--- config.mk ---
export PLATFORM = sky130hd
export DESIGN_NAME = controle_somatorio
export DESIGN_NICKNAME = d
export VERILOG_FILES = /design/src/rtl/controle_somatorio.sv
export SDC_FILE = /design/constraint.sdc
export NUM_CORES = 1
export LEC_CHECK = 0
export CORE_UTILIZATION = 45
export DETAILED_ROUTE_END_ITERATION = 6
export GPL_ROUTABILITY_DRIVEN = 0
export PLACE_DENSITY_LB_ADDON = 0.08
export SETUP_SLACK_MARGIN = 0.1
export SLEW_MARGIN = 30
export SYNTH_ARGS = -nofsm -noshare
export SYNTH_HDL_FRONTEND = slang
export SYNTH_SLANG_ARGS = --single-unit
export TNS_END_PERCENT = 10
--- constraint.sdc ---
create_clock -name clk -period 3.9 [get_ports clk]
set_clock_uncertainty 0.1 [all_clocks]
set_input_delay 0.975 -clock clk [delete_from_list [all_inputs] [get_ports clk]]
set_output_delay 0.975 -clock clk [all_outputs]
set_load 0.05 [all_outputs]
--- src/rtl/controle_somatorio.sv ---
// Accumulate-and-signal sequencer: sums N_PARCELAS 8-bit parcels with saturation,
// then registers a threshold compare that drives the status LED.
module controle_somatorio #(
  parameter int unsigned LIMIAR     = 99,
  parameter int unsigned N_PARCELAS = 10
) (
  input  logic       clk,
  input  logic       rst_n,
  input  logic       iniciar,
  input  logic       limpar,
  input  logic       finalizar,
  input  logic [7:0] valor,
  input  logic       valor_valido,
  output logic [7:0] somatorio,
  output logic [3:0] conta_parcelas,
  output logic       ocupado,
  output logic       transbordo,
  output logic       pronto,
  output logic       led
);

  localparam logic [7:0] Limiar8 = 8'(LIMIAR);
  localparam logic [3:0] NParc4  = 4'(N_PARCELAS);

  typedef enum logic [1:0] {
    StOcioso,
    StAcumula,
    StCompara,
    StSinaliza
  } estado_t;

  estado_t estado_q, estado_d;

  logic [8:0] soma;
  logic [3:0] conta_inc;
  logic       ultima;

  assign soma      = {1'b0, somatorio} + {1'b0, valor};
  assign conta_inc = conta_parcelas + 4'd1;
  assign ultima    = valor_valido && (conta_inc == NParc4);

  always_comb begin
    estado_d = estado_q;
    if (limpar) begin
      estado_d = StOcioso;
    end else begin
      case (estado_q)
        StOcioso:   if (iniciar) estado_d = StAcumula;
        StAcumula:  if (finalizar || ultima) estado_d = StCompara;
        StCompara:  estado_d = StSinaliza;
        StSinaliza: if (iniciar) estado_d = StAcumula;
        default:    estado_d = StOcioso;
      endcase
    end
  end

  always_ff @(posedge clk) begin
    if (!rst_n) estado_q <= StOcioso;
    else        estado_q <= estado_d;
  end

  always_ff @(posedge clk) begin
    if (!rst_n) begin
      somatorio      <= 8'd0;
      conta_parcelas <= 4'd0;
      transbordo     <= 1'b0;
      led            <= 1'b0;
      pronto         <= 1'b0;
      ocupado        <= 1'b0;
    end else begin
      // Decoded from the next state so both flags line up with the state register.
      ocupado <= (estado_d == StAcumula) || (estado_d == StCompara);
      pronto  <= (estado_d == StSinaliza) && (estado_q != StSinaliza);
      if (limpar) begin
        somatorio      <= 8'd0;
        conta_parcelas <= 4'd0;
        transbordo     <= 1'b0;
        led            <= 1'b0;
      end else begin
        case (estado_q)
          StOcioso, StSinaliza: begin
            if (iniciar) begin
              somatorio      <= 8'd0;
              conta_parcelas <= 4'd0;
              transbordo     <= 1'b0;
              led            <= 1'b0;
            end
          end
          StAcumula: begin
            if (valor_valido) begin
              conta_parcelas <= conta_inc;
              if (soma[8]) begin
                somatorio  <= 8'hFF;
                transbordo <= 1'b1;
              end else begin
                somatorio <= soma[7:0];
              end
            end
          end
          StCompara: led <= (somatorio >= Limiar8);
          default: ;
        endcase
      end
    end
  end

endmodule

# [Yosys cells after proc, flatten, opt, wreduce, memory -nomap -nowiden]
# Cells that the tools add are included.
[op_classes] mux=16 n_reduce_logical=12 magnitude_cmp=1 n_addsub=2 bitwise_logic=1 eq_ne=11
[ops] op="$mux W8" count=3
[ops] op="$pmux W8 S2" count=1
[ops] op="$add A8 B8 Y9" count=1
[ops] op="$eq A2 B2 Y1 const B" count=4
[ops] op="$ge A8 B7 Y1 const B" count=1
[ops] op="$mux W4" count=2
[ops] op="$pmux W4 S2" count=1
[ops] op="$mux W2" count=3
[ops] op="$ne A2 B2 Y1 const B" count=3
[ops] op="$pmux W2 S3" count=1
[ops] op="$add A4 B1 Y4 const B" count=1
[ops] op="$eq A2 B1 Y1 const B" count=2
[ops] op="$eq A4 B4 Y1 const B" count=1
[ops] op="$pmux W1 S2" count=2
[ops] op="$reduce_and A4 Y1" count=1
[ops] op="$reduce_bool A2 Y1" count=2
[ops] op="$reduce_or A2 Y1" count=2
[ops] op="$mux W1" count=3
[ops] op="$reduce_and A3 Y1" count=1
[ops] op="$logic_and A1 B1 Y1" count=2
[ops] op="$logic_not A2 Y1" count=1
[ops] op="$logic_or A1 B1 Y1" count=2
[ops] op="$ne A2 B1 Y1 const B" count=1
[ops] op="$reduce_and A2 Y1" count=1
[ops] op="$not A1 Y1" count=1
[totals] reg_bits=18 in_bits=14 wordCells=50

# [Depth between registers and ports, before layout]
[depth] word_depth=9 mapped_depth=8

# [Least setup slack after synthesis]
# Ideal clock, no wire load.
[synth_path] path_kind="input to register" from="input port valor[0]" to="register somatorio[7]" path_stages=7 n_path_buf=0 setup_slack_ns=0.948 arrival_time_ns=2.728 path_cell_list="ha_1 -> fa_1 -> a21o_1 -> a21o_1 -> a221o_2 -> o41ai_2 -> a21oi_1"
[synth_between] elab_chain_len=4
[synth_rtl] item="start, declared" line_no="12" source="input logic [7:0] valor,"
[synth_rtl] item="$add A8 B8 Y9" line_no="38" source="assign soma = {1'b0, somatorio} + {1'b0, valor};"
[synth_rtl] item="$mux W8" line_no="92" source="if (soma[8]) begin"
[synth_rtl] item="$mux W8" line_no="90" source="if (valor_valido) begin"
[synth_rtl] item="$pmux W8 S2" line_no="80" source="case (estado_q)"
[synth_rtl] item="end signal, assigned" line_no="96" source="somatorio <= soma[7:0];"
[synth_rtl] item="end, declared" line_no="14" source="output logic [7:0] somatorio,"
# Every way passes these cells. The select of a mux whose other input is x is not followed.
# A chain may end at the register's enable or synchronous reset.

# [Worst setup path after layout]
# Ends and elaborated chain as after synthesis.

==> run_results.csv <==
group,metric,value,unit
timing,layout_worst_path_cycle_share,81.8,%
synth,synth_largest_area_cell,"sky130_fd_sc_hd__dfxtp_1",
critical_path,setup.worst_path.start_class,"primary input",
worst_hold_path,hold_path_class,"flop to flop",
power_and_ir_drop,power.static_leakage,0.000641,uW
cts,clk-insertion-delay-late,290,ps
grt,grt_remaining_overflow,0,
power_and_ir_drop,sw_frac_of_total,27.4,%
cts,cts_max_path_buffers,2,
timing,hold_viol_final,0,
timing,grt_setup_unrepaired,"no",
timing,slew_headroom,61.6,%
critical_path,timing.critical_path.max_delay_family,"compound AO/OA/AOI/OAI gates",
grt,first_global_vias,978,
synth,synth_async_reset_ratio,0,%
place,dpl.hpwl,1990,um
routing,number_of_detailed_routing_iterations_run_before_antenna_repair,4,
synth,synth.area.mux_share,1.80,%
cts,ctsResizeCount,0,
cells_and_area,area_growth_syn_to_layout,29.4,%
cells_and_area,finish.cell_count_without_fillers,200,
critical_path,req_time_crit_path,3970,ps
power_and_ir_drop,p_total,349,uW
critical_path,crit_path_cell_trace,"clkdlybuf4s50_1, ha_1, fa_1, a21o_1, a21o_1, a221o_2, o41ai_2, a21oi_1",
power_and_ir_drop,cellPowerDensity,229,nW/um^2
critical_path,arrival,3260,ps
cts,tritoncts.num_buffers,3,
floorplanning,floorplan.die.width,53.2,um
timing,tightest_slew,576,ps
power_and_ir_drop,seqPwrFrac,54.1,%
cts,tritoncts_clock_tree,"yes",
cells_and_area,n_antenna_cell,0,
grt,grt_pass1_wl,4260,um
synth,netlist.area_leader.share,30.5,%
routing,ant_nets,0,
power_and_ir_drop,power.internal,254,uW
cts,numClockSinks,18,
place,dp_cells,197,
synth,yosys-top-cells-area,"sky130_fd_sc_hd__dfxtp_1 31%, sky130_fd_sc_hd__ha_1 15%, sky130_fd_sc_hd__a21oi_1 6.4%",
routing,routed-via-count,1101,
power_and_ir_drop,p_comb_share,19.6,%
synth,ys_dominant_reg_cell,"sky130_fd_sc_hd__dfxtp_1",
critical_path,buffering_stage_count_on_the_worst_path_with_inverters_included,1,
cts,clock_tree.root_cell,"sky130_fd_sc_hd__clkbuf_4",
synth,avgSynthCellArea,8.43,sq um
synth,synth_cell_type_count,37,
power_and_ir_drop,proportion_of_power_drawn_by_the_clock_network,26.3,%
power_and_ir_drop,p_switching,95.7,uW
synth,number_of_flip_flops_and_latches_in_the_synthesized_netlist,18,
cts,clock_transition_at_the_register_clock_pins_on_the_worst_setup_and_hold_paths_after_cts,100,ps
cells_and_area,final_layout_size_suffix_gt1_share,4.71,%
routing,wl_per_cell,12.9,um
grt,grt_max_degree,16,
synth,postSynthNetCount,169,
routing,viasPerCell,5.51,
critical_path,critical-path-top-cell-by-count,"sky130_fd_sc_hd__a21o_1",
synth,number_of_enable_type_register_cells_in_the_synthesized_netlist,0,
critical_path,critical_path_peak_fanout,9,
outcome,run_status,"completed",
grt,grt_antenna_before_repair,0,
floorplanning,fp.dieH,53.2,um
cts,cts_post_setup_buffers_inserted,0,
synth,synthesis.area,1180,sq um
cts,clock_tree.htree_level_count,1,
critical_path,critPathSlowestCell,"sky130_fd_sc_hd__a221o_2",
run,cap_viol_max_count,0,
synth,synth-adder-area-share,16.5,%
synth,yosysMostFrequentCell,"sky130_fd_sc_hd__dfxtp_1",
synth,synth.yosys.warnings,0,
power_and_ir_drop,vdd_ir_drop_max,0.217,mV
grt,grt.total_usage,21.0,%
floorplanning,ios,30,
cells_and_area,fillerInstances,236,
synth,postSynthCellCount,140,
timing,drv_slew,0,
synth,synth_compound_gate_area_share,24.0,%
cells_and_area,finish.net_count,201,
synth,ys_seq_area_share,30.5,%
synth,largest_family_of_logic_cells_by_synthesized_area,"compound AO/OA/AOI/OAI gates",
routing,drtIter0Drc,6,
place,port_buffers,29,
synth,synth-simple-area-share,20.1,%
floorplanning,design.die.area,2830,sq um
timing,max_freq,313,MHz
routing,number_of_remaining_drc_errors,0,
critical_path,slowest_delay,420,ps
routing,finalWirelength,2590,um
critical_path,setup.worst_path.end_class,"flop",
synth,synth-xor-area-share,4.45,%
timing,finalSetupViolCount,0,
floorplanning,core_area,2480,sq um
floorplanning,initial_core_utilization,47.6,%
critical_path,class_of_the_most_critical_setup_path,"primary input to flop",
synth,synth_common_cells,"18 x sky130_fd_sc_hd__dfxtp_1, 15 x sky130_fd_sc_hd__a21oi_1, 15 x sky130_fd_sc_hd__nor2_1",
timing,setup_tns,0,ps
timing,finalWorstPathRequiredPeriod,3190,ps
floorplanning,row_count,18,
cts,hold_buffers,0,
==> layer usage <==
layer | routed length (um) | part of all wire (%) | track usage (%) | up-vias
met2 | 1170 | 45 | 33.5 | 24
met4 | 31 | 1.2 | 6.58 | 0
met5 | 0 | 0 | 0 | -
met1 | 1280 | 49 | 26.8 | 502
met3 | 106 | 4.1 | 6.03 | 5
li1 | - | - | - | 570
==> area by class of cell <==
| cell class | count | area (sq um) | share of cell area [%] |
|---|---|---|---|
| inverter | 5 | 18.8 | 1.23 |
| tap | 30 | 37.5 | 2.46 |
| multi-input combinational | 114 | 790 | 51.7 |
| sequential | 18 | 360 | 23.6 |
| clock buffer | 3 | 22.5 | 1.48 |
| timing repair buffer | 30 | 298 | 19.5 |
==> worst register-to-register path, delay by kind of cell, from the launching register on <==
family                   cells  cell delay (ps)
AO/OA/AOI/OAI                5             1240
adder cells (fa/ha/maj)      2              630
flip-flops                   1              350
==> power groups by stage <==
stage | combinational (uW) | clock, uW | sequential [uW]
final | 68.5 | 91.9 | 189
after floorplan | 34.4 | 0 | 199
after global routing | 76.4 | 103 | 189
after global placement | 67.2 | 0 | 193
after detailed placement | 67.9 | 0 | 193
after CTS | 68.4 | 94.4 | 189
==> cells by family (layout without fill, tap and decap cells) <==
kind of cell | Yosys count | count (layout)
XOR/XNOR | 6 | 6
buffers and inverters | 8 | 38
multiplexers | 2 | 2
AO/OA/AOI/OAI | 44 | 44
adder cells (fa/ha/maj) | 15 | 15
AND/OR/NAND/NOR | 47 | 47
flip-flops | 18 | 18
==> final timing paths <==
check                                   from           end  slack [ps]  cells after the start
worst max register to register  somatorio[0]  somatorio[7]        1460                      7
worst max-delay path                valor[0]  somatorio[7]         710                      8
worst min-delay path            somatorio[4]  somatorio[4]         410                      2
worst min register to register  somatorio[4]  somatorio[4]         410                      2
==> metrics by stage <==
step / utilization, % / hold WS [ps] / setup WS (ps) / area [sq um]
after detailed placement: 60.7 / 397 / 381 / 1500
after floorplan: - / 464 / 948 / 1180
after CTS: 61.6 / 406 / 712 / 1530
after global routing: 61.6 / 433 / 631 / 1530
final: 61.6 / 407 / 709 / 1530
after global placement: 60.7 / 386 / 424 / 1500
==> sequential cells by signal (all words and copies together), names as in the netlist <==
name / cells
estado_q: 2
ocupado: 1
somatorio: 8
led: 1
transbordo: 1
pronto: 1
conta_parcelas: 4
==> cell usage in the layout, fill, tap and decap left out, types with 2 or more instances in the layout <==
cell,Yosys,final
sky130_fd_sc_hd__o31ai_1,2,2
sky130_fd_sc_hd__o211ai_1,2,2
sky130_fd_sc_hd__nand2b_1,4,4
sky130_fd_sc_hd__xor2_1,5,5
sky130_fd_sc_hd__a21oi_1,15,15
sky130_fd_sc_hd__a21o_1,3,3
sky130_fd_sc_hd__nand2_1,12,12
sky130_fd_sc_hd__ha_1,14,14
sky130_fd_sc_hd__o21ai_0,12,12
sky130_fd_sc_hd__a211oi_1,2,2
sky130_fd_sc_hd__nor2_1,15,15
sky130_fd_sc_hd__dfxtp_1,18,18
sky130_fd_sc_hd__and3b_1,2,2
sky130_fd_sc_hd__clkdlybuf4s50_1,0,29
sky130_fd_sc_hd__nand3_1,3,3
sky130_fd_sc_hd__nand3b_1,2,2
sky130_fd_sc_hd__and2_1,2,2
sky130_fd_sc_hd__inv_1,5,5
sky130_fd_sc_hd__clkbuf_4,0,3
Power figures use the tool's default switching activity.
==> variant: new RTL, same flow settings <==
Add an input register stage for `iniciar`, `limpar`, `finalizar`, `valor` and `valor_valido`, with the module's reset; this delays them by one clock.
--- a/src/rtl/controle_somatorio.sv
+++ b/src/rtl/controle_somatorio.sv
@@ -30,4 +30,26 @@
   } estado_t;
 
+  logic iniciar_q;
+  logic limpar_q;
+  logic finalizar_q;
+  logic [7:0] valor_q;
+  logic valor_valido_q;
+
+  always_ff @(posedge clk) begin
+    if (!rst_n) begin
+      iniciar_q      <= '0;
+      limpar_q       <= '0;
+      finalizar_q    <= '0;
+      valor_q        <= '0;
+      valor_valido_q <= '0;
+    end else begin
+      iniciar_q      <= iniciar;
+      limpar_q       <= limpar;
+      finalizar_q    <= finalizar;
+      valor_q        <= valor;
+      valor_valido_q <= valor_valido;
+    end
+  end
+
   estado_t estado_q, estado_d;
 
@@ -36,18 +58,18 @@
   logic       ultima;
 
-  assign soma      = {1'b0, somatorio} + {1'b0, valor};
+  assign soma      = {1'b0, somatorio} + {1'b0, valor_q};
   assign conta_inc = conta_parcelas + 4'd1;
-  assign ultima    = valor_valido && (conta_inc == NParc4);
+  assign ultima    = valor_valido_q && (conta_inc == NParc4);
 
   always_comb begin
     estado_d = estado_q;
-    if (limpar) begin
+    if (limpar_q) begin
       estado_d = StOcioso;
     end else begin
       case (estado_q)
-        StOcioso:   if (iniciar) estado_d = StAcumula;
-        StAcumula:  if (finalizar || ultima) estado_d = StCompara;
+        StOcioso:   if (iniciar_q) estado_d = StAcumula;
+        StAcumula:  if (finalizar_q || ultima) estado_d = StCompara;
         StCompara:  estado_d = StSinaliza;
-        StSinaliza: if (iniciar) estado_d = StAcumula;
+        StSinaliza: if (iniciar_q) estado_d = StAcumula;
         default:    estado_d = StOcioso;
       endcase
@@ -72,5 +94,5 @@
       ocupado <= (estado_d == StAcumula) || (estado_d == StCompara);
       pronto  <= (estado_d == StSinaliza) && (estado_q != StSinaliza);
-      if (limpar) begin
+      if (limpar_q) begin
         somatorio      <= 8'd0;
         conta_parcelas <= 4'd0;
@@ -80,5 +102,5 @@
         case (estado_q)
           StOcioso, StSinaliza: begin
-            if (iniciar) begin
+            if (iniciar_q) begin
               somatorio      <= 8'd0;
               conta_parcelas <= 4'd0;
@@ -88,5 +110,5 @@
           end
           StAcumula: begin
-            if (valor_valido) begin
+            if (valor_valido_q) begin
               conta_parcelas <= conta_inc;
               if (soma[8]) begin
Function: changed (a bounded check fails within 4 cycles, from zero or initial values and one cycle with rst_n low).
==> variant against the unedited design <==
  * Synthesized cell count up 16%
  * Maximum frequency up 18%
  * Cell area up 24%
  * Worst setup slack better by 490 ps
  * Global-route usage down 1.1 points
  * Synthesized area up 28%
  * Highest routed layer unchanged
  * Power up 140%
  * First-iteration DRC count rose to 10 times the old value
  * Wire length up 20%
  * Sequential cell count up 12
  * Largest power group unchanged
==> variant: results (changes against the unedited design) <==
[outcome]
status = complete, no violations

[grt]
grt_pass1_vias = 1147  ; +17%
antenna_found_initial = 0  ; unchanged
track_usage_pct = 19.9  ; -1.1 points
grt_max_degree = 18  ; +2
grt_pass1_wl_um = 5140  ; +21%

[placement]
hpwlAfterDp_um = 2380  ; +20%
dpl_cell_area_um2 = 1840  ; +22%

[sta]
slew_headroom_pct = 62.6  ; +1.0 points
fin_hold_ws_ps = 387  ; -20.3 ps

[clocking]
numCtsBuffers = 5  ; +2
insertion_delay_ps = 330  ; +40 ps
cts.htree.levels = 2  ; +1

[finish]
nets = 224  ; +11%
drive_above_1_share_pct = 6.63  ; +1.9 points
n_fill_cell = 285  ; +21%

[power]
p_int_uw = 528  ; +110%
ir_drop_uv = 311  ; +43%

[setup_path]
max_stage_delay_ps = 840  ; +420 ps
rrSetupSlack_ps = 1700  ; +240 ps
r2r-end = somatorio[6]$_SDFFE_PP0P_
arrival_ps = 1630  ; -1630 ps
crit_path_top_delay_cell = clkdlybuf4s50_1
crit_fanout = 6  ; -3

[worst_hold_path]
whs_endpoint = estado_q[1]$_SDFF_PN0_
hold_start = limpar_q$_SDFF_PN0_
min_path_type = flip-flop to flip-flop
holdPathStages = 1  ; -1

[yosys]
yosys-top-cells-count = dfxtp_1, a21oi_1, and2_1, ha_1, nand2_1
syn_nets = 192  ; +14%
synthDistinctLibCells = 39  ; +5.4%
yosys_warnings = 0  ; unchanged
yosys-top-cells-area = dfxtp_1, ha_1, a21oi_1
yosysSeqAreaShare_pct = 39.7  ; +9.1 points

[drt]
num_vias = 1258  ; +14%
avgRoutedWirePerCell_um = 12.9  ; -0.17%
drtIter0Drc = 62  ; +56

variant: worst max path at each step:
stage,depth (start not counted),start,slack (ps),endpoint
2_1_floorplan,7,conta_parcelas[0]$_SDFFE_PP0P_,1640,ocupado$_SDFF_PN0_
3_3_place_gp,4,rst_n,1190,somatorio[7]$_SDFFE_PP0P_
5_1_grt,1,somatorio[1]$_SDFFE_PP0P_,1120,somatorio[1]
3_5_place_dp,4,rst_n,1140,somatorio[7]$_SDFFE_PP0P_
6_report,1,conta_parcelas[0]$_SDFFE_PP0P_,1200,conta_parcelas[0]
4_1_cts,1,conta_parcelas[0]$_SDFFE_PP0P_,1190,conta_parcelas[0]
variant: kinds of logic after synthesis:
| logic type | Yosys count | synth area share, % |
|---|---|---|
| buffers and inverters | 9 | 2.56 |
| flip-flops | 30 | 39.7 |
| XOR/XNOR | 8 | 4.63 |
| adder cells (fa/ha/maj) | 15 | 12.9 |
| AO/OA/AOI/OAI | 49 | 21.7 |
| AND/OR/NAND/NOR | 52 | 18.6 |
variant: metrics by stage:
stage / utilization [%] / instances
6_report: 60.7 / 240
5_1_grt: 60.7 / 240
4_1_cts: 60.7 / 240
3_5_place_dp: 58.8 / 232
3_3_place_gp: 58.8 / 232
2_1_floorplan: - / 163
variant: layout make-up:
class / count / share of cell area [%]
clock buffer: 7 / 2.90
clock inverter: 1 / 0.264
inverter: 5 / 0.988
multi-input combinational: 124 / 46.0
sequential: 30 / 31.6
tap: 44 / 2.90
timing repair buffer: 29 / 15.3
variant: power groups by stage:
stage          Combinational [mW]  Sequential, mW  Clock, mW
6_report                    0.296           0.352      0.191
5_1_grt                     0.335           0.356      0.208
4_1_cts                     0.298           0.352      0.197
3_5_place_dp                0.295           0.358          0
3_3_place_gp                0.289           0.358          0
2_1_floorplan               0.202           0.381          0
variant: layer usage:
metal  track usage, %  share of wire [%]  wire, µm  vias up
li1                 -                  -         -      640
met1             25.6                 48      1490      576
met2             31.1                 44      1370       36
met3             6.49                6.2       192        6
met4             6.98                1.5        45        0
met5                0                  0         0        -
